===== src/rtl/core_run_controller.sv =====
`default_nettype none
// ============================================================================
//  Module      : core_run_controller
//  Description : Run controller that sits between the bench reset and the
//                core. It stretches the reset into a core reset window,
//                counts run cycles and retired instructions, ends the run on
//                ecall, PC stall, external stop or timeout, and then freezes
//                the core while it reports the halt cause and statistics.
//  Revision    : 1.0 - initial release
// ============================================================================
module core_run_controller #(
    parameter int RESET_CYCLES = 2,
    parameter int MAX_CYCLES   = 10000,
    parameter int STALL_LIMIT  = 16,
    parameter int CNT_W        = 32,
    parameter int PC_W         = 32
) (
    input  logic             clk,
    input  logic             rst,
    input  logic [PC_W-1:0]  pc_i,
    input  logic             retire_i,
    input  logic             ecall_i,
    input  logic             ext_stop_i,
    output logic             core_rst,
    output logic             running,
    output logic             done,
    output logic [2:0]       halt_cause,
    output logic [CNT_W-1:0] cycle_count,
    output logic [CNT_W-1:0] instret_count
);

    // Counter widths sized so the terminal values always fit.
    localparam int HOLD_W  = $clog2(RESET_CYCLES + 1);
    localparam int STALL_W = $clog2(STALL_LIMIT + 1);

    localparam logic [HOLD_W-1:0]  c_hold_last  = HOLD_W'(RESET_CYCLES - 1);
    localparam logic [HOLD_W-1:0]  c_hold_one   = HOLD_W'(1);
    localparam logic [STALL_W-1:0] c_stall_last = STALL_W'(STALL_LIMIT - 1);
    localparam logic [STALL_W-1:0] c_stall_one  = STALL_W'(1);
    localparam logic [CNT_W-1:0]   c_cyc_last   = CNT_W'(MAX_CYCLES - 1);
    localparam logic [CNT_W-1:0]   c_cnt_one    = CNT_W'(1);

    localparam logic [2:0] c_cause_none    = 3'b000;
    localparam logic [2:0] c_cause_ecall   = 3'b001;
    localparam logic [2:0] c_cause_stall   = 3'b010;
    localparam logic [2:0] c_cause_ext     = 3'b011;
    localparam logic [2:0] c_cause_timeout = 3'b100;

    typedef enum logic [1:0] {
        ST_HOLD = 2'd0,
        ST_RUN  = 2'd1,
        ST_DONE = 2'd2
    } state_t;

    state_t             r_state;
    state_t             w_state_nxt;
    logic [HOLD_W-1:0]  r_hold_cnt;
    logic [HOLD_W-1:0]  w_hold_cnt_nxt;
    logic               r_first;
    logic               w_first_nxt;
    logic [STALL_W-1:0] r_stall_cnt;
    logic [STALL_W-1:0] w_stall_cnt_nxt;
    logic [PC_W-1:0]    r_last_pc;
    logic [PC_W-1:0]    w_last_pc_nxt;
    logic               r_core_rst;
    logic               w_core_rst_nxt;
    logic               r_running;
    logic               w_running_nxt;
    logic               r_done;
    logic               w_done_nxt;
    logic [2:0]         r_halt_cause;
    logic [2:0]         w_halt_cause_nxt;
    logic [CNT_W-1:0]   r_cycle_count;
    logic [CNT_W-1:0]   w_cycle_count_nxt;
    logic [CNT_W-1:0]   r_instret_count;
    logic [CNT_W-1:0]   w_instret_count_nxt;

    // Halt condition terms, only meaningful while in RUN.
    logic w_pc_same;
    logic w_hit_ext;
    logic w_hit_ecall;
    logic w_hit_stall;
    logic w_hit_timeout;

    assign w_pc_same     = (pc_i == r_last_pc);
    assign w_hit_ext     = ext_stop_i;
    assign w_hit_ecall   = ecall_i;
    // The first RUN cycle has no valid previous PC, so it never counts as a stall.
    assign w_hit_stall   = !r_first && w_pc_same && (r_stall_cnt == c_stall_last);
    assign w_hit_timeout = (r_cycle_count == c_cyc_last);

    // State and output registers; reset wins from any state, including mid-run.
    always_ff @(posedge clk) begin
        if (rst) begin
            r_state         <= ST_HOLD;
            r_hold_cnt      <= '0;
            r_first         <= 1'b0;
            r_stall_cnt     <= '0;
            r_last_pc       <= '0;
            r_core_rst      <= 1'b1;
            r_running       <= 1'b0;
            r_done          <= 1'b0;
            r_halt_cause    <= c_cause_none;
            r_cycle_count   <= '0;
            r_instret_count <= '0;
        end else begin
            r_state         <= w_state_nxt;
            r_hold_cnt      <= w_hold_cnt_nxt;
            r_first         <= w_first_nxt;
            r_stall_cnt     <= w_stall_cnt_nxt;
            r_last_pc       <= w_last_pc_nxt;
            r_core_rst      <= w_core_rst_nxt;
            r_running       <= w_running_nxt;
            r_done          <= w_done_nxt;
            r_halt_cause    <= w_halt_cause_nxt;
            r_cycle_count   <= w_cycle_count_nxt;
            r_instret_count <= w_instret_count_nxt;
        end
    end

    // Next-state and next-output logic; everything holds unless a state acts on it.
    always_comb begin
        w_state_nxt         = r_state;
        w_hold_cnt_nxt      = r_hold_cnt;
        w_first_nxt         = r_first;
        w_stall_cnt_nxt     = r_stall_cnt;
        w_last_pc_nxt       = r_last_pc;
        w_core_rst_nxt      = r_core_rst;
        w_running_nxt       = r_running;
        w_done_nxt          = r_done;
        w_halt_cause_nxt    = r_halt_cause;
        w_cycle_count_nxt   = r_cycle_count;
        w_instret_count_nxt = r_instret_count;

        case (r_state)
            ST_HOLD: begin
                w_hold_cnt_nxt = r_hold_cnt + c_hold_one;
                if (r_hold_cnt == c_hold_last) begin
                    w_state_nxt    = ST_RUN;
                    w_core_rst_nxt = 1'b0;
                    w_running_nxt  = 1'b1;
                    w_first_nxt    = 1'b1;
                end
            end

            ST_RUN: begin
                // Counters saturate rather than wrap.
                if (r_cycle_count != '1) begin
                    w_cycle_count_nxt = r_cycle_count + c_cnt_one;
                end
                if (retire_i && (r_instret_count != '1)) begin
                    w_instret_count_nxt = r_instret_count + c_cnt_one;
                end

                w_last_pc_nxt = pc_i;
                if (r_first) begin
                    w_first_nxt = 1'b0;
                end else if (w_pc_same) begin
                    w_stall_cnt_nxt = r_stall_cnt + c_stall_one;
                end else begin
                    w_stall_cnt_nxt = '0;
                end

                if (w_hit_ext || w_hit_ecall || w_hit_stall || w_hit_timeout) begin
                    w_state_nxt    = ST_DONE;
                    w_done_nxt     = 1'b1;
                    w_running_nxt  = 1'b0;
                    w_core_rst_nxt = 1'b1;
                    if (w_hit_ext) begin
                        w_halt_cause_nxt = c_cause_ext;
                    end else if (w_hit_ecall) begin
                        w_halt_cause_nxt = c_cause_ecall;
                    end else if (w_hit_stall) begin
                        w_halt_cause_nxt = c_cause_stall;
                    end else begin
                        w_halt_cause_nxt = c_cause_timeout;
                    end
                end
            end

            ST_DONE: begin
                // Frozen until the next reset.
            end

            default: begin
                w_state_nxt    = ST_HOLD;
                w_hold_cnt_nxt = '0;
                w_core_rst_nxt = 1'b1;
                w_running_nxt  = 1'b0;
            end
        endcase
    end

    assign core_rst      = r_core_rst;
    assign running       = r_running;
    assign done          = r_done;
    assign halt_cause    = r_halt_cause;
    assign cycle_count   = r_cycle_count;
    assign instret_count = r_instret_count;

endmodule
`default_nettype wire


===== config.mk =====
export PLATFORM = sky130hd
export DESIGN_NAME = core_run_controller
export DESIGN_NICKNAME = d
export VERILOG_FILES = /design/src/rtl/core_run_controller.sv
export SDC_FILE = /design/constraint.sdc
export NUM_CORES = 1
export LEC_CHECK = 0
export CAP_MARGIN = 15
export CORE_MARGIN = 10
export CORE_UTILIZATION = 52
export CTS_CLUSTER_SIZE = 28
export DETAILED_ROUTE_END_ITERATION = 8
export GPL_TIMING_DRIVEN = 0
export PLACE_DENSITY_LB_ADDON = 0.1
export RECOVER_POWER = 25
export SYNTH_ARGS = -nofsm -noshare
export SYNTH_HDL_FRONTEND = slang
export SYNTH_SLANG_ARGS = --single-unit

===== constraint.sdc =====
create_clock -name clk -period 2.6 [get_ports clk]
set_clock_uncertainty 0.05 [all_clocks]
set_input_delay 0.65 -clock clk [delete_from_list [all_inputs] [get_ports clk]]
set_output_delay 0.65 -clock clk [all_outputs]
set_load 0.02 [all_outputs]

==> metrics <==
top-count cell post-synth dfxtp_1; FF/Latch Area approximately 2200 um2; DP Worst Slack -0.198 ns; largest net degree at the start of global routing 20; actual slew at the worst max-slew pin between 0.7 and 0.8 ns; CTS root buf clkbuf_8; CTS sink count about 110; period utilization 94.3%; max_cap viols 0; H-tree depth 3; share of layout cells above drive strength 1 a little over 4%; YS warnings 0; Nets approximately 770; fill cell count about 840; RD Place Congestion approximately 0.84; Max VDD drop between 400 and 500 uV; highest clock rate 408 MHz; ys async rst share 0%; Yosys top cell by area dfxtp_1; final core occ roughly two thirds; DR vias around 4700; gr usage total a little under a fifth; die area approximately 15000 um2; WL per Instance 15.4 um; worst-case clock buffer depth 2; port buffer count approximately 110; Vias/cell ~5.4; Worst Path Class, Setup flop to flop; Final setup viols 0; Unique masters post-synth 44; post-route worst setup slack around 0.15 ns; final WL 13200 um; Core Footprint approximately 10000 um2; site row count 36; clk slew on worst S/H paths 0.11 ns; drt drc 0; sequential area share after synthesis 42.2%; Post-Syn Nets about 650; # diodes 0; ANT nets after route 0; vias in the first global route 4686; syn avg cell area approximately 8.7 um2; worst path arrival time ~2.7 ns; Area contributors post-synth dfxtp_1 42%, nor2_1 7.6%, xnor2_1 7.3%; Top FF cell, synth dfxtp_1; initial antenna violation count 0; clk_lat worst skew 0.38 ns; Pwr Density slightly below 600 nW/um2; Power Total between 3 and 4 mW; Post-synth top cells 111 x dfxtp_1, 107 x nor2_1, 44 x xnor2_1, 39 x xor2_1, 36 x mux2i_1; post-DP HPWL approximately 10000 um; worst-path fanout max 10; non-filler cells, final roughly 860; Ports 107; Num CTS Buffers 9; area grow syn2layout 27.3%; Leak between 2 and 2.5 nW; Rel. slew slack a little under half; #FFs+latches synth ~110; Pre-Repair DR Iteration Count 4; Multi-input gate area around 3000 um2; worst hold margin roughly 0.45 ns; crit start category flop; unrepaired setup endpoints after global routing false; GR Overflow Total 0; area fraction of the dominant cell type after synthesis between 40% and 50%; TritonCTS clock tree done; Syn Inst Count between 600 and 700; Cells after DPL 842; CTS Hold Bufs 0; CP endpoint kind flop; Die Height around 120 um; global-route wire length before repair 22300 um; Req. time, crit path approximately 2.8 ns; Hold Vio Cnt, Final 0; status finished, final reports clean; DIE WIDTH 121 um; Post-synth EDFFs 0; Starting Density a little over half; fin crit period 2.45 ns; worst min path class flop to flop; Syn Std Cell Area ~5300 um2; max-slew violations 0; DR iter-0 viols a little over 300
cell usage in the layout (no fill, tap or decap), types with 2 or more instances in the layout:
| master | netlist | final |
|---|---|---|
| nor3_1 | 10 | 10 |
| dfxtp_1 | 111 | 111 |
| o21ai_0 | 14 | 14 |
| and3_1 | 12 | 12 |
| xor2_1 | 39 | 39 |
| or3_1 | 14 | 14 |
| nor4_1 | 13 | 13 |
| buf_2 | 0 | 2 |
| or4_1 | 3 | 3 |
| o21ai_1 | 2 | 2 |
| a21oi_1 | 22 | 22 |
| nor2_1 | 107 | 107 |
| and4_1 | 5 | 5 |
| and2_1 | 2 | 2 |
| xnor2_1 | 44 | 44 |
| ha_1 | 8 | 8 |
| clkinvlp_4 | 0 | 3 |
| nand3_1 | 33 | 33 |
| nand4_1 | 34 | 34 |
| o31a_1 | 3 | 3 |
| mux2i_1 | 36 | 36 |
| buf_4 | 0 | 3 |
| inv_1 | 14 | 14 |
| dlygate4sd3_1 | 0 | 36 |
| clkbuf_8 | 0 | 9 |
| buf_1 | 5 | 2 |
| nand2_1 | 31 | 31 |
| a211oi_1 | 3 | 3 |
| clkbuf_1 | 17 | 17 |
| nor4_4 | 0 | 2 |
| clkdlybuf4s50_1 | 0 | 69 |
cell families (layout without fill, tap and decap cells):
kind of cell,Yosys count,count (layout),synth area share [%]
compound gates,52,52,6.22
flops,111,111,42.2
fa+ha+maj,8,8,1.90
mux,37,37,7.05
simple gates,277,277,26.3
xor+xnor,83,83,13.8
buf+inv,36,160,2.56
per-stage QoR:
stage | setup TNS, ns | area [um2]
floorplan | 0 | 5270
global placement | -2.07 | 6490
detailed placement | -3.16 | 6490
CTS | 0 | 6670
global route | 0 | 6710
finish | 0 | 6710
cell type report:
class / count / area share (%)
plain buffers: 22 / 1.29
multi-input cells: 457 / 43.7
flip-flops and latches: 111 / 33.1
clock buffers: 9 / 1.85
clock inverters: 7 / 0.839
repair buffers: 108 / 16.0
inverters: 14 / 0.783
well taps: 133 / 2.48
sequential cells by signal, indices dropped and copies added (netlist names), 2 cells and up:
name,count
cycle_count,32
instret_count,32
r_last_pc,32
r_stall_cnt,5
halt_cause,3
r_hold_cnt,2
where the power goes:
group | switching (mW) | leakage [nW] | internal (mW) | total [mW]
combinational | 0.517 | 1.42 | 0.464 | 0.981
sequential | 0.123 | 0.899 | 1.86 | 1.98
clock | 0.605 | 0.0838 | 0.359 | 0.964
total | 1.25 | 2.41 | 2.68 | 3.93
what timing repair did:
| item | in CTS | in global routing |
|---|---|---|
| gates resized for setup | 2 | 4 |
| buffers inserted | 0 | 3 |
| setup endpoints to repair | 18 | 30 |
| pin swaps | 0 | 1 |
routing by layer:
layer | GRT usage [%] | part of all wire, % | vias up
met3 | 5.03 | 6.1 | 11
met5 | 0 | 0 | -
met4 | 5.66 | 0.98 | 0
met2 | 31.1 | 50 | 117
met1 | 21.8 | 43 | 2199
li1 | - | - | 2344
critical path, stage by stage, from the launching register on:
cell and delay (ns):
dfxtp_1 0.44, ha_1 0.26, nand4_1 0.26, or4_1 0.54, o311ai_4 0.46, nor4_1 0.11
xnor2_1 0.16, nor2_1 0.05
path summary, 6_finish.rpt:
kind / from / to / slack [ns] / cells past startpoint
worst min register to register: r_stall_cnt[4]$_SDFFE_PP0P_ / r_stall_cnt[4]$_SDFFE_PP0P_ / 0.45 / 2
worst max-delay path: cycle_count[0]$_SDFFE_PP0P_ / cycle_count[31]$_SDFFE_PP0P_ / 0.15 / 7
worst min-delay path: r_stall_cnt[4]$_SDFFE_PP0P_ / r_stall_cnt[4]$_SDFFE_PP0P_ / 0.45 / 2
worst max register to register: cycle_count[0]$_SDFFE_PP0P_ / cycle_count[31]$_SDFFE_PP0P_ / 0.15 / 7
Power figures use the tool's default switching activity.
